[src/rtl/sys_ctrl_gen2.sv]
// UART command controller: decodes register write/read/burst-read and ALU commands, drives the regfile, ALU and TX FIFO.
// Optional build macro SYS_CTRL_TIMEOUT_EN adds an idle-frame timeout that aborts partial commands.
module sys_ctrl_gen2 #(
  parameter int unsigned DATA_WIDTH     = 8,
  parameter int unsigned ADDR_WIDTH     = 4,
  parameter int unsigned RES_BYTES      = 2,
  parameter int unsigned TIMEOUT_CYCLES = 1024
) (
  input  logic                            CLK,
  input  logic                            RST,
  input  logic [DATA_WIDTH-1:0]           UART_RX_DATA,
  input  logic                            UART_RX_Valid,
  input  logic                            FIFO_FULL,
  output logic [DATA_WIDTH-1:0]           FIFO_WR_DATA,
  output logic                            FIFO_WR_INC,
  input  logic [RES_BYTES*DATA_WIDTH-1:0] ALU_OUT,
  input  logic                            ALU_OUT_Valid,
  output logic                            ALU_EN,
  output logic [3:0]                      ALU_FUN,
  output logic                            CLKG_EN,
  output logic                            CLKDIV_EN,
  input  logic [DATA_WIDTH-1:0]           Rd_Reg,
  input  logic                            Rd_Reg_Valid,
  output logic [DATA_WIDTH-1:0]           Wr_Reg,
  output logic [ADDR_WIDTH-1:0]           Addr,
  output logic                            RdEn,
  output logic                            WrEn,
  output logic                            CMD_ERR,
  output logic                            BUSY
);

  localparam int unsigned RES_W = RES_BYTES * DATA_WIDTH;
  localparam int unsigned IDX_W = (RES_BYTES > 1) ? $clog2(RES_BYTES) : 1;

  localparam logic [DATA_WIDTH-1:0] CMD_WR  = DATA_WIDTH'(8'hAA);
  localparam logic [DATA_WIDTH-1:0] CMD_RD  = DATA_WIDTH'(8'hBB);
  localparam logic [DATA_WIDTH-1:0] CMD_BR  = DATA_WIDTH'(8'hBE);
  localparam logic [DATA_WIDTH-1:0] CMD_OP  = DATA_WIDTH'(8'hCC);
  localparam logic [DATA_WIDTH-1:0] CMD_NOP = DATA_WIDTH'(8'hDD);

  localparam logic [3:0] IDLE     = 4'd0;
  localparam logic [3:0] WR_ADDR  = 4'd1;
  localparam logic [3:0] WR_DATA  = 4'd2;
  localparam logic [3:0] RD_ADDR  = 4'd3;
  localparam logic [3:0] BR_ADDR  = 4'd4;
  localparam logic [3:0] BR_CNT   = 4'd5;
  localparam logic [3:0] RD_WAIT  = 4'd6;
  localparam logic [3:0] RD_PUSH  = 4'd7;
  localparam logic [3:0] RD_NEXT  = 4'd8;
  localparam logic [3:0] OP_A     = 4'd9;
  localparam logic [3:0] OP_B     = 4'd10;
  localparam logic [3:0] ALU_FN   = 4'd11;
  localparam logic [3:0] ALU_WAIT = 4'd12;
  localparam logic [3:0] ALU_SEND = 4'd13;

  if (RES_BYTES < 1 || RES_BYTES > 4) begin : g_bad_res_bytes
    $error("sys_ctrl_gen2: RES_BYTES must be 1..4");
  end
  if (TIMEOUT_CYCLES < 2) begin : g_bad_timeout
    $error("sys_ctrl_gen2: TIMEOUT_CYCLES must be at least 2");
  end

  logic [3:0]            state_q, state_d;
  logic [ADDR_WIDTH-1:0] addr_q, addr_d;
  logic [DATA_WIDTH-1:0] rem_q, rem_d;
  logic [DATA_WIDTH-1:0] hold_q, hold_d;
  logic [RES_W-1:0]      res_q, res_d;
  logic [IDX_W-1:0]      idx_q, idx_d;
  logic                  err_q, err_d;

`ifdef SYS_CTRL_TIMEOUT_EN
  localparam int unsigned TMO_W = $clog2(TIMEOUT_CYCLES + 1);

  logic [TMO_W-1:0] tmo_q;
  logic             timed_c;
  logic             tmo_hit_c;

  // Only states that sit waiting on the next UART byte can time out.
  always_comb begin
    timed_c = state_q inside {WR_ADDR, WR_DATA, RD_ADDR, BR_ADDR, BR_CNT, OP_A, OP_B, ALU_FN};
  end

  assign tmo_hit_c = timed_c && !UART_RX_Valid && (tmo_q == TMO_W'(TIMEOUT_CYCLES - 1));

  always_ff @(posedge CLK or negedge RST) begin
    if (!RST) begin
      tmo_q <= '0;
    end else if (!timed_c || UART_RX_Valid || (state_d != state_q)) begin
      tmo_q <= '0;
    end else begin
      tmo_q <= tmo_q + TMO_W'(1);
    end
  end
`endif

  always_ff @(posedge CLK or negedge RST) begin
    if (!RST) begin
      state_q <= IDLE;
      addr_q  <= '0;
      rem_q   <= '0;
      hold_q  <= '0;
      res_q   <= '0;
      idx_q   <= '0;
      err_q   <= 1'b0;
    end else begin
      state_q <= state_d;
      addr_q  <= addr_d;
      rem_q   <= rem_d;
      hold_q  <= hold_d;
      res_q   <= res_d;
      idx_q   <= idx_d;
      err_q   <= err_d;
    end
  end

  // Next state, datapath updates and same-cycle bus strobes.
  always_comb begin
    state_d      = state_q;
    addr_d       = addr_q;
    rem_d        = rem_q;
    hold_d       = hold_q;
    res_d        = res_q;
    idx_d        = idx_q;
    err_d        = 1'b0;
    FIFO_WR_DATA = '0;
    FIFO_WR_INC  = 1'b0;
    ALU_EN       = 1'b0;
    ALU_FUN      = 4'd0;
    CLKG_EN      = 1'b0;
    Wr_Reg       = '0;
    Addr         = '0;
    RdEn         = 1'b0;
    WrEn         = 1'b0;

    case (state_q)
      IDLE: begin
        if (UART_RX_Valid) begin
          case (UART_RX_DATA)
            CMD_WR:  state_d = WR_ADDR;
            CMD_RD:  state_d = RD_ADDR;
            CMD_BR:  state_d = BR_ADDR;
            CMD_OP:  state_d = OP_A;
            CMD_NOP: state_d = ALU_FN;
            default: err_d   = 1'b1;
          endcase
        end
      end
      WR_ADDR: begin
        if (UART_RX_Valid) begin
          addr_d  = UART_RX_DATA[ADDR_WIDTH-1:0];
          state_d = WR_DATA;
        end
      end
      WR_DATA: begin
        if (UART_RX_Valid) begin
          WrEn    = 1'b1;
          Addr    = addr_q;
          Wr_Reg  = UART_RX_DATA;
          state_d = IDLE;
        end
      end
      RD_ADDR: begin
        if (UART_RX_Valid) begin
          RdEn    = 1'b1;
          Addr    = UART_RX_DATA[ADDR_WIDTH-1:0];
          addr_d  = UART_RX_DATA[ADDR_WIDTH-1:0];
          rem_d   = '0;
          state_d = RD_WAIT;
        end
      end
      BR_ADDR: begin
        if (UART_RX_Valid) begin
          addr_d  = UART_RX_DATA[ADDR_WIDTH-1:0];
          state_d = BR_CNT;
        end
      end
      BR_CNT: begin
        if (UART_RX_Valid) begin
          if (UART_RX_DATA == '0) begin
            state_d = IDLE;
          end else begin
            RdEn    = 1'b1;
            Addr    = addr_q;
            rem_d   = UART_RX_DATA - DATA_WIDTH'(1);
            state_d = RD_WAIT;
          end
        end
      end
      RD_WAIT: begin
        if (Rd_Reg_Valid) begin
          hold_d  = Rd_Reg;
          state_d = RD_PUSH;
        end
      end
      RD_PUSH: begin
        if (!FIFO_FULL) begin
          FIFO_WR_INC  = 1'b1;
          FIFO_WR_DATA = hold_q;
          state_d      = (rem_q == '0) ? IDLE : RD_NEXT;
        end
      end
      RD_NEXT: begin
        RdEn    = 1'b1;
        Addr    = addr_q + ADDR_WIDTH'(1);
        addr_d  = addr_q + ADDR_WIDTH'(1);
        rem_d   = rem_q - DATA_WIDTH'(1);
        state_d = RD_WAIT;
      end
      OP_A: begin
        if (UART_RX_Valid) begin
          WrEn    = 1'b1;
          Addr    = ADDR_WIDTH'(0);
          Wr_Reg  = UART_RX_DATA;
          state_d = OP_B;
        end
      end
      OP_B: begin
        if (UART_RX_Valid) begin
          WrEn    = 1'b1;
          Addr    = ADDR_WIDTH'(1);
          Wr_Reg  = UART_RX_DATA;
          state_d = ALU_FN;
        end
      end
      ALU_FN: begin
        CLKG_EN = 1'b1;
        if (UART_RX_Valid) begin
          ALU_EN  = 1'b1;
          ALU_FUN = UART_RX_DATA[3:0];
          state_d = ALU_WAIT;
        end
      end
      ALU_WAIT: begin
        CLKG_EN = 1'b1;
        if (ALU_OUT_Valid) begin
          res_d   = ALU_OUT;
          idx_d   = '0;
          state_d = ALU_SEND;
        end
      end
      ALU_SEND: begin
        CLKG_EN = 1'b1;
        // Result is shifted down one byte per push so the LSB byte is always at the bottom.
        if (!FIFO_FULL) begin
          FIFO_WR_INC  = 1'b1;
          FIFO_WR_DATA = res_q[DATA_WIDTH-1:0];
          res_d        = res_q >> DATA_WIDTH;
          if (idx_q == IDX_W'(RES_BYTES - 1)) begin
            state_d = IDLE;
          end else begin
            idx_d = idx_q + IDX_W'(1);
          end
        end
      end
      default: state_d = IDLE;
    endcase

`ifdef SYS_CTRL_TIMEOUT_EN
    if (tmo_hit_c) begin
      state_d = IDLE;
      err_d   = 1'b1;
    end
`endif
  end

  assign CMD_ERR   = err_q;
  assign BUSY      = (state_q != IDLE);
  assign CLKDIV_EN = 1'b1;

endmodule

[config.mk]
export PLATFORM = sky130hd
export DESIGN_NAME = sys_ctrl_gen2
export DESIGN_NICKNAME = d
export VERILOG_FILES = /design/src/rtl/sys_ctrl_gen2.sv
export SDC_FILE = /design/constraint.sdc
export NUM_CORES = 1
export LEC_CHECK = 0
export CAP_MARGIN = 10
export CORE_ASPECT_RATIO = 1.1
export CORE_MARGIN = 8
export CORE_UTILIZATION = 30
export DETAILED_ROUTE_END_ITERATION = 8
export HOLD_SLACK_MARGIN = 0.08
export MAX_ROUTING_LAYER = met4
export PLACE_DENSITY = 0.55
export SETUP_SLACK_MARGIN = 0.3
export SYNTH_ARGS = -nofsm -noshare
export SYNTH_HDL_FRONTEND = slang
export SYNTH_SLANG_ARGS = --single-unit
[constraint.sdc]
create_clock -name CLK -period 3.8 [get_ports CLK]
set_input_delay 1.14 -clock CLK [delete_from_list [all_inputs] [get_ports CLK]]
set_output_delay 1.14 -clock CLK [all_outputs]
set_load 0.01 [all_outputs]
Word-level counts from Yosys, hierarchy flattened
Cells that the tools add are included.
{"block": "word_totals", "ff_bits": 42, "latchBits": 0, "ram_bits": 0, "mem_bits_ro": 0, "in_bits": 38, "output_inout_bits": 32, "elab_cells": 118, "n_memories": 0}
{"block": "op_classes", "addsub": 4, "mul": 0, "n_div": 0, "order_cmp": 0, "eq_ne": 35, "shift": 0, "n_mux": 55, "bitwise": 0, "n_reduce_logical": 17}
{"cell": "4-bit two-way mux", "count": 21}
{"cell": "8-bit two-way mux", "count": 7}
{"cell": "4-bit case mux with 14 select lines", "count": 1}
{"cell": "8-bit == test, second input constant", "count": 5}
{"cell": "4-bit case mux with 5 select lines", "count": 2}
{"cell": "16-bit two-way mux", "count": 2}
{"cell": "16-bit case mux with 2 select lines", "count": 1}
{"cell": "2-bit != test, second input constant", "count": 15}
{"cell": "4-bit == test, second input constant", "count": 6}
{"cell": "8-bit case mux with 3 select lines", "count": 1}
{"cell": "4-bit by 3-bit == test with 1-bit output, second input constant", "count": 4}
{"cell": "8-bit logical NOT", "count": 2}
{"cell": "8-bit case mux with 2 select lines", "count": 1}
{"cell": "8-bit by 1-bit subtractor with 8-bit output, second input constant", "count": 2}
{"cell": "1-bit two-way mux", "count": 15}
{"cell": "15-bit AND reduction", "count": 1}
{"cell": "3-bit OR reduction", "count": 3}
{"cell": "4-bit by 2-bit == test with 1-bit output, second input constant", "count": 2}
{"cell": "4-bit case mux with 2 select lines", "count": 1}
{"cell": "6-bit by 1-bit != test with 1-bit output, second input constant", "count": 1}
{"cell": "5-bit OR reduction", "count": 1}
{"cell": "4-bit by 1-bit adder with 4-bit output, second input constant", "count": 1}
{"cell": "4-bit by 1-bit == test with 1-bit output, second input constant", "count": 1}
{"cell": "4-bit logical NOT", "count": 1}
{"cell": "other kinds (12)", "count": 14}

Logic depth before layout (Yosys ltp)
Gate-level depths: netlist of run 1.
{"block": "logic_depth", "ltp_word": 5, "depth_mapped": 10, "ltp_nobuf": 8}

Worst setup path after synthesis of run 1
Ideal clock, no wire load.
{"block": "synth_timing", "path_kind": "in2out", "startpoint": "input UART_RX_DATA[1]", "endpoint": "output Addr[1]", "arrival_time_ns": 2.344, "t_required_ns": 2.660, "setup_slack_ns": 0.316, "cell_stages": 6, "path_buffers": 1, "path_cell_list": "buf_2 nor4_2 a21oi_2 a21oi_2 nor3b_2 a221o_1"}
{"block": "synth_via", "elab_chain_len": 4, "elab_cells_between_ends": 5, "cone_classes": "mux (4); reduce/logical (1)"}
{"item": "start, declared", "line": "11", "source": "input logic [DATA_WIDTH-1:0] UART_RX_DATA,"}
{"item": "8-bit logical NOT", "line": "179", "source": "if (UART_RX_DATA == '0) begin"}
{"item": "4-bit two-way mux", "line": "179"}
{"item": "4-bit two-way mux", "line": "178", "source": "if (UART_RX_Valid) begin"}
{"item": "4-bit case mux with 5 select lines *", "line": "135", "source": "case (state_q)"}
{"item": "end, declared", "line": "25", "source": "output logic [ADDR_WIDTH-1:0] Addr,"}
Mark *: on every way between the ends. The rest lies on a longest branch, timed or not.

Final worst setup path of run 1
{"block": "layout_timing", "startpoint": "input UART_RX_DATA[6]", "endpoint": "output Addr[1]"}
{"block": "layout_via", "elab_chain_len": 4}
{"item": "8-bit logical NOT", "line": "179"}
{"item": "4-bit two-way mux", "line": "179"}
{"item": "4-bit two-way mux", "line": "178"}
{"item": "4-bit case mux with 5 select lines", "line": "135"}
Every way passes these cells.

==> summary.md, run 1 <==
| Metric | Value |
|---|---|
| Status | `completed` |
| Cell Pwr Density | `571.9 nW/um^2` |
| Number of max-cap violations | `0` |
| Die X | `110.9 microns` |
| Final HPWL from detailed placement | `6603 microns` |
| Hold Path Sink | `res_q[10]$_DFFE_PN0P_` |
| Met3 WL | `529 microns` |
| Top_reg_cell synth | `dfrtp_1` |
| CP max stage cell | `nor4_4` |
| Worst R2R Setup Slack | `1170 ps` |
| Clock Sinks | `42` |
| Met1 wire length | `3986 microns` |
| CP dominant cell by count | `a21oi_2` |
| Share of post-route cells with drive strength above 1 | `about a quarter` |
| #FFs+latches synth | `42` |
| CP top delay family | `compound AO/OA/AOI/OAI gates` |
| Maximum VDD drop | `0.0001897 V` |
| Die Height | `120.4 microns` |
| Hold path cells | `2` |
| Sequential area share after synthesis | `35.35%` |
| H-tree Lvls | `2` |
| Avg Inst Size Synth | `8.848 sq um` |
| CTS tree | `yes` |
| Gpl congestion | `0.8250` |
| Largest net degree at the start of global routing | `43` |
| Post-route minimum period | `3508 ps` |
| Port bufs | `68` |
| Mapped Area | `slightly below 3000 sq um` |
| Post-synth cell types | `70` |
| Initial Utilization | `between 30% and 40%` |
| Met2 Routed Length | `3951 microns` |
| Final net count | `457` |
| R2R depth | `8` |
| Crit path max fanout | `2` |
| Final worst path period share | `about 92%` |
| Global-route wire length before repair | `between 10,000 and 15,000 microns` |
| Most common cell after layout, fill and taps aside | `nand2_1` |
| Vias in the first global route | `2,800` |
| Max clock buf depth | `2` |
| Post-route DRC | `0` |
| Total GRT Usage | `13.23%` |
| Reg clk slew, reported paths | `80 ps` |
| Final Hold Viols | `0` |
| Synth-to-layout area growth | `33.08%` |
| Unrepaired setup endpoints after global routing | `true` |
| Worst-Margin Slew | `987.9 ps` |
| Syn. warnings | `0` |
| Post-route setup TNS | `0 ps` |
| DR iter-0 viols | `95` |
| Post-synth EDFFs | `0` |
| R2r startpoint | `state_q[1]$_DFFE_PN0P_` |
| CP Class | `in -> out` |
| R2r endpoint | `rem_q[6]$_DFFE_PN0P_` |
| WP data required | `2660 ps` |
| Via-per-instance ratio | `roughly 5.1` |
| Most frequent cells in the layout | `nand2_1, dfrtp_1, clkdlybuf4s50_1, buf_4, nor2_1` |
| Mapped Cells | `roughly 340` |
| Hold Path Class | `reg -> reg` |
| Relative slew slack | `34.14%` |
| Final wirelength | `8580 microns` |
| Total CTS buffers | `5` |
| WP data arrival | `2370 ps` |
| Row cnt | `38` |
| Worst path bufs/invs | `2` |
| Max Fclk | `285.1 MHz` |
| Hold Startpoint | `res_q[10]$_DFFE_PN0P_` |
| Critical path depth | `7` |
| Placement Cell Area | `between 3000 and 4000 sq um` |
| Leakage dissipation | `1.777 nW` |
| Crit-path max cell delay | `~330 ps` |
| Ant diodes | `0` |
| Worst skew pair latency | `300 ps` |
| Design area | `3956 sq um` |
| Die ar. | `13,350 sq um` |
| CP Capture Type | `primary output` |
| Count of pins over their slew limit | `0` |
| CTS Hold Bufs | `0` |
| Core area | `~9700 sq um` |
| Async S/R FF share, synth | `between 90% and 100%` |
| Total chip power | `0.002263 W` |
| Clock root buffer | `clkbuf_8` |
| Antenna violations before repair | `0` |
| Grt total ovfl | `0` |
| Final setup viols | `0` |
| Routed Antenna Nets | `0` |
| Syn_nets | `376` |
| CP Launch Type | `primary input` |
| Pre-antenna DRT Iters | `4` |
| Drt wl/cell | `15.95 microns` |
| Crit-path cells | `buf_8 -> nor4_4 -> a21oi_2 -> a21oi_2 -> nor3b_2 -> a221o_1 -> buf_2` |
| Final Util | `around 40%` |
| Worst Skew | `11.06 ps` |
| Vias | `2,732` |
| I/O pin count | `70` |
| Top Metal Used | `met4` |
==> layer usage <==
layer  up-vias  global-route usage, %
li1       1359                      -
met1      1283                  16.42
met3         9                  3.517
met4         0                  3.297
met5         -                      -
met2        81                  20.92
==> how the worst max path moves through the flow <==
| stage | from | endpoint | slack [ps] |
|---|---|---|---|
| final | UART_RX_DATA[6] | Addr[1] | 290 |
| after global routing | UART_RX_DATA[6] | Addr[1] | 230 |
| after CTS | UART_RX_DATA[0] | Addr[1] | 270 |
| after detailed placement | UART_RX_DATA[3] | Addr[1] | -570 |
| after global placement | UART_RX_DATA[3] | Addr[1] | -580 |
| after floorplan | UART_RX_DATA[1] | Addr[1] | 320 |
==> metrics by stage <==
stage | instances | hold WS (ps) | setup slack (ps)
2_1_floorplan | 336 | 449.2 | 316.0
3_3_place_gp | 526 | 459.7 | -577.9
3_5_place_dp | 526 | 469.5 | -569.7
4_1_cts | 535 | 489.8 | 273.2
5_1_grt | 538 | 513.8 | 231.5
6_report | 538 | 481.4 | 291.9
==> what timing repair did <==
| item | 4_1_cts | 5_1_grt |
|---|---|---|
| setup buffers | 1 | 3 |
| gates resized for setup | 81 | 11 |
| cloned | 0 | 0 |
| pin swaps | 9 | 3 |
| setup endpoints to repair | 28 | 16 |
==> area by class of cell <==
cell class,count,area (sq um)
sequential,42,1056
clock inverter,3,18.77
inverter,5,18.77
timing repair buffer,98,852.1
fill,1008,5791
multi-input combinational,265,1792
tap,120,150.1
clock buffer,5,68.82
==> synth_stat cells (3+ instances only) <==
| master | n | area [sq um] |
|---|---|---|
| a21o_1 | 4 | 30.03 |
| buf_2 | 11 | 55.05 |
| mux2_2 | 9 | 101.4 |
| mux2_4 | 3 | 45.04 |
| buf_4 | 3 | 22.52 |
| mux2i_1 | 10 | 100.1 |
| a21oi_1 | 12 | 60.06 |
| nor2_1 | 28 | 105.1 |
| clkbuf_1 | 5 | 18.77 |
| o21a_1 | 3 | 22.52 |
| o21ai_1 | 11 | 55.05 |
| dfrtp_1 | 42 | 1051 |
| a221o_1 | 3 | 30.03 |
| a22o_1 | 3 | 26.28 |
| nor3_1 | 4 | 20.02 |
| nand3_1 | 6 | 30.03 |
| and2_1 | 17 | 106.4 |
| nand2_1 | 47 | 176.4 |
| and3_1 | 5 | 31.28 |
| o21ai_0 | 22 | 110.1 |
| xnor2_1 | 4 | 35.03 |
| buf_6 | 5 | 56.30 |
| inv_1 | 4 | 15.01 |
| nand2b_1 | 6 | 37.54 |
| a22oi_1 | 8 | 60.06 |
==> where the power goes <==
group          switching (W)  internal, W  leakage, nW  total (W)
clock network       0.000172     0.000130       0.0483   0.000302
registers           0.000176     0.000620        0.550   0.000797
logic               0.000586     0.000577         1.18    0.00116
total               0.000935      0.00133         1.78    0.00226
==> worst reg2reg max path: cells and delay by family, from the launching register on <==
kind	cells	cell delay [ps]
and+or+nand+nor	3	1080
DFF	1	520
AOI/OAI and AO/OA	4	570
adders and majority gates	1	340
==> cell families (layout without fill, tap and decap cells) <==
kind of cell               count (synthesis)  in the layout  share of synthesized area [%]
DFF                                       42             42                          35.35
AOI/OAI and AO/OA                         93             93                          21.89
and+or+nand+nor                          141            141                          25.97
xor gates and xnor gates                   6              6                          1.768
muxes                                     22             22                          8.291
other                                      1              1                         0.1261
buffers and inverters                     29            111                          5.766
adders and majority gates                  2              2                         0.8416
==> flip-flops by register name, indices dropped and copies added, names as in the netlist <==
| register | count |
|---|---|
| CMD_ERR | 1 |
| state_q | 4 |
| idx_q | 1 |
| rem_q | 8 |
| addr_q | 4 |
| hold_q | 8 |
| res_q | 16 |
Power figures use the tool's default switching activity.
==> run 2: changes to the inputs <==
MAX_ROUTING_LAYER = not set   (was met4)
PLACE_DENSITY = not set   (was 0.55)
PLACE_DENSITY_LB_ADDON = 0.2   (was not set)
SKIP_CTS_REPAIR_TIMING = 1   (was not set)
==> summary.md, run 2 (synthesis gave the netlist of run 1 again) <==
| Metric | Value |
|---|---|
| CTS tree | `yes` |
| Leakage dissipation | `between 1.5 and 2 nW` |
| Cell Pwr Density | `575.9 nW/um^2` |
| CP Capture Type | `primary output` |
| Filler instances | `991` |
| Worst R2R Setup Slack | `1150 ps` |
| Grt total ovfl | `0` |
| WP data required | `2660 ps` |
| Hold Path Sink | `res_q[12]$_DFFE_PN0P_` |
| CP Class | `in -> out` |
| Ant diodes | `0` |
| Routed Antenna Nets | `0` |
| Row cnt | `38` |
| I/O pin count | `70` |
| Final WS setup | `148.9 ps` |
| Gpl congestion | `0.8342` |
| Hold Startpoint | `res_q[12]$_DFFE_PN0P_` |
| Die X | `between 100 and 150 microns` |
| Pre-CTS WS | `-530.9 ps` |
| DR iter-0 viols | `between 100 and 150` |
| Share of post-route cells with drive strength above 1 | `21.01%` |
| Most frequent cells in the layout | `nand2_1, clkdlybuf4s50_1, dfrtp_1, nor2_1, buf_4` |
| Post-route insts no fill | `534` |
| Biggest register | `res_q` |
| Clock root buffer | `clkbuf_8` |
| Number of max-cap violations | `0` |
| Total GRT Usage | `13.05%` |
| Worst Skew | `12.42 ps` |
| Max clock buf depth | `2` |
| Die Height | `120.4 microns` |
| Final setup viols | `0` |
| Most common cell after layout, fill and taps aside | `nand2_1` |
| Initial Utilization | `30.50%` |
| Global-route wire length before repair | `14,410 microns` |
| Worst-Margin Slew | `999.1 ps` |
| R2R depth | `9` |
| Synth-to-layout area growth | `34.60%` |
| CP Launch Type | `primary input` |
| Final wirelength | `just under 9000 microns` |
| Maximum VDD drop | `0.0002766 V` |
| H-tree Lvls | `2` |
| Drt wl/cell | `between 15 and 20 microns` |
| Status | `completed` |
| Worst skew pair latency | `310 ps` |
| Final worst path period share | `just under 100%` |
| Design area | `4001 sq um` |
| Antenna violations before repair | `0` |
| Vias in the first global route | `2,825` |
| Final Hold Viols | `0` |
| Die ar. | `13,350 sq um` |
| Largest net degree at the start of global routing | `43` |
| Reg clk slew, reported paths | `100 ps` |
| Count of pins over their slew limit | `0` |
| Via-per-instance ratio | `roughly 5.1` |
| Placement Cell Area | `around 3800 sq um` |
| Crit path max fanout | `3` |
| Core area | `9747 sq um` |
| Vias | `2,724` |
| Max reg flops | `16` |
| Post-route DRC | `0` |
| Post-route minimum period | `3651 ps` |
| WP data arrival | `2510 ps` |
| R2r startpoint | `state_q[1]$_DFFE_PN0P_` |
| Relative slew slack | `33.39%` |
| Clock Sinks | `42` |
| Post-Place Cells | `523` |
| Hold path cells | `2` |
| Pre-antenna DRT Iters | `4` |
| Unrepaired setup endpoints after global routing | `true` |
| Max Fclk | `273.9 MHz` |
| Largest regs | `res_q x16, hold_q x8, rem_q x8` |
| CP Launch Point | `UART_RX_DATA[0]` |
| Port bufs | `68` |
| Hold Path Class | `reg -> reg` |
| Final HPWL from detailed placement | `6703 microns` |
| Total CTS buffers | `5` |
| Final net count | `453` |
| R2r endpoint | `rem_q[6]$_DFFE_PN0P_` |
## run 2: area by class of cell
| cell class | count | area, sq um | share of cell area, % |
|---|---|---|---|
| Clock inverter | 3 | 26.28 | 0.6567 |
| Clock buffer | 5 | 68.82 | 1.720 |
| Timing Repair Buffer | 94 | 884.6 | 22.11 |
| Tap cell | 120 | 150.1 | 3.752 |
| Inverter | 5 | 18.77 | 0.4690 |
| Sequential cell | 42 | 1056 | 26.39 |
| Multi-Input combinational cell | 265 | 1797 | 44.90 |
## run 2: power by group
group | total [W] | leakage (nW) | switching, W | internal [W]
clock | 0.000332 | 0.0495 | 0.000194 | 0.000137
combinational | 0.00117 | 1.35 | 0.000591 | 0.000576
sequential | 0.000806 | 0.550 | 0.000185 | 0.000621
## run 2: stage by stage
step	power, W	TNS (ps)	hold slack (ps)	util, %
3_5_place_dp	0.001957	-6495	469.3	39.18
4_1_cts	0.002297	-6495	494.1	40.15
3_3_place_gp	0.001939	-6105	462.4	39.18
5_1_grt	0.002482	0	521.7	41.05
6_report	0.002304	0	489.3	41.05
2_1_floorplan	0.001589	0	449.2	-
## run 2: per-layer routing
layer / track usage (%) / up-vias / part of all wire (%)
li1: - / 1350 / -
met1: 15.00 / 1283 / 44
met2: 22.26 / 78 / 47
met3: 4.557 / 13 / 6.9
met4: 4.142 / 0 / 1.8
met5: 0 / - / 0
## run 2: how the worst max path moves through the flow
stage                          to  slack (ps)  depth (start not counted)
after floorplan           Addr[1]         320                          6
after global placement    Addr[1]        -510                          7
after detailed placement  Addr[1]        -530                          7
after CTS                 Addr[1]        -530                          7
after global routing      Addr[1]          80                          8
final                     Addr[1]         150                          9
## run 2: critical path, cell delays in order
cell	delay [ps]
buf_6	100
nor4_4	240
buf_4	170
a21oi_4	60
a21oi_2	160
nor3b_2	70
buf_4	130
a221o_1	300
buf_2	140
==> run 3: changes to the inputs <==
--- a/config.mk
+++ b/config.mk
@@ -13,4 +13,5 @@
 export HOLD_SLACK_MARGIN = 0.08
 export PLACE_DENSITY_LB_ADDON = 0.2
+export REMOVE_ABC_BUFFERS = 1
 export SETUP_SLACK_MARGIN = 0.3
 export SKIP_CTS_REPAIR_TIMING = 1
==> constraint.sdc (replaced) <==
create_clock -name CLK -period 3.8 [get_ports CLK]
set_input_delay 1.14 -clock CLK [delete_from_list [all_inputs] [get_ports CLK]]
set_output_delay 1.14 -clock CLK [all_outputs]
set_load 0.1 [all_outputs]
==> summary.md, run 3 (synthesis gave the netlist of run 1 again) <==
| Metric | Value |
|---|---|
| Status | `completed` |
| Design area | `4265 sq um` |
| I/O pin count | `70` |
| Worst skew pair latency | `300 ps` |
| Filler instances | `around 950` |
| Reg clk slew, reported paths | `80 ps` |
| Number of max-cap violations | `0` |
| Port bufs | `a little under 70` |
| Worst R2R Setup Slack | `1100 ps` |
| CTS tree | `yes` |
| Final WS setup | `~180 ps` |
| Drt wl/cell | `between 15 and 20 microns` |
| Vias in the first global route | `2,833` |
| CP Launch Type | `primary input` |
| Post-route DRC | `0` |
| Routed Antenna Nets | `0` |
| Pre-CTS WS | `-312.0 ps` |
| Initial Utilization | `30.50%` |
| Total CTS buffers | `5` |
| WHS | `between 400 and 500 ps` |
| Biggest register | `res_q` |
| Antenna violations before repair | `0` |
| Largest net degree at the start of global routing | `43` |
| Final worst path period share | `95.19%` |
| Final net count | `454` |
| Post-Place Cells | `527` |
| Core area | `between 9000 and 10,000 sq um` |
| Post-route insts no fill | `535` |
| Row cnt | `38` |
| WP data arrival | `roughly 2500 ps` |
| CP max stage cell | `a221o_1` |
| CP dominant cell by count | `a21oi_2` |
| Die X | `110.9 microns` |
| Post-route minimum period | `around 3600 ps` |
| Synth-to-layout area growth | `43.48%` |
| CP Capture Type | `primary output` |
| Gpl congestion | `0.8291` |
| Unrepaired setup endpoints after global routing | `true` |
| Worst-Margin Slew | `991.8 ps` |
| Total GRT Usage | `13.49%` |
| Grt total ovfl | `0` |
| Ant diodes | `0` |
| Relative slew slack | `33.88%` |
| Cell Pwr Density | `640.1 nW/um^2` |
| Hold Path Class | `reg -> reg` |
| Crit-path cells | `buf_8 -> nor4_4 -> a21oi_2 -> a21oi_2 -> nor3b_2 -> a221o_1 -> buf_12` |
| Clock Sinks | `42` |
| Global-route wire length before repair | `14,990 microns` |
| Leakage dissipation | `between 1.5 and 2 nW` |
| Maximum VDD drop | `0.0001887 V` |
| Final Hold Viols | `0` |
| Placement Cell Area | `4121 sq um` |
| Via-per-instance ratio | `5.101` |
| Largest regs | `res_q x16, hold_q x8, rem_q x8` |
| Crit path max fanout | `3` |
| Clock root buffer | `clkbuf_8` |
| Die ar. | `13,350 sq um` |
| Die Height | `120.4 microns` |
| Final wirelength | `8943 microns` |
| Final HPWL from detailed placement | `6688 microns` |
| Final setup viols | `0` |
| DR iter-0 viols | `111` |
| Count of pins over their slew limit | `0` |
| CP Class | `in -> out` |
| Crit-path max cell delay | `380 ps` |
| Vias | `between 2,000 and 3,000` |
| Pre-antenna DRT Iters | `4` |
| Max clock buf depth | `2` |
| Share of post-route cells with drive strength above 1 | `27.47%` |
| Most frequent cells in the layout | `nand2_1, dfrtp_1, buf_4, buf_12` |
| H-tree Lvls | `2` |
| Max Fclk | `276.5 MHz` |
| Worst Skew | `roughly 6.4 ps` |
| WP data required | `between 2000 and 3000 ps` |
| Most common cell after layout, fill and taps aside | `nand2_1` |
| Max reg flops | `16` |
-- run 3: cell types whose count changed in the layout (fill, tap and decap cells not counted), sizes merged --
| cell | delta |
|---|---|
| buf | +29 |
| clkdlybuf4s50 | -15 |
| clkinv | +1 |
| clkinvlp | +1 |
| dlymetal6s2s | -12 |
| inv | -3 |
-- run 3: power breakdown --
group          switching, W  internal, W  leakage, nW
combinational      0.000957     0.000658         1.27
clock              0.000168     0.000146       0.0472
sequential         0.000185     0.000617        0.555
total               0.00131      0.00142         1.87
-- run 3: area by class of cell --
type / count / area (sq um) / area share, %
multi-input combinational: 265 / 1794 / 42.07
clock inverter: 2 / 12.51 / 0.2933
sequential: 42 / 1051 / 24.64
inverter: 5 / 18.77 / 0.4400
clock buffer: 6 / 82.58 / 1.936
timing repair buffer: 95 / 1156 / 27.10
tap: 120 / 150.1 / 3.520
-- run 3: final timing paths --
kind                                         from               endpoint  depth (start not counted)
max                               UART_RX_DATA[6]                Addr[1]                          7
min                          res_q[8]$_DFFE_PN0P_   res_q[8]$_DFFE_PN0P_                          2
max reg2reg                state_q[3]$_DFFE_PN0P_   rem_q[6]$_DFFE_PN0P_                          8
min reg2reg                  res_q[8]$_DFFE_PN0P_   res_q[8]$_DFFE_PN0P_                          2
max in group asynchronous                     RST  addr_q[1]$_DFFE_PN0P_                          1
min in group asynchronous                     RST      CMD_ERR$_DFF_PN0_                          1
-- run 3: critical path, delay by kind of cell --
family | cells | cell delay [ps]
AO/OA/AOI/OAI | 3 | 660
buffers and inverters | 2 | 280
AND/OR/NAND/NOR | 2 | 390
-- run 3: metal layers --
metal  wire (microns)  vias to the layer above  GRT usage [%]
met1             4095                     1292          16.48
li1                 -                     1353              -
met5                0                        -              0
met3              542                       10          4.408
met2             4178                       74          21.81
met4              127                        0          4.649
-- run 3: through the flow --
step,utilization [%],setup TNS (ps),total power [W]
final,43.76,0,0.002730
after global routing,43.76,0,0.002913
after CTS,43.26,-1417,0.002731
after detailed placement,42.29,-1299,0.002407
after global placement,42.29,-1109,0.002378
after floorplan,-,-12030,0.001859
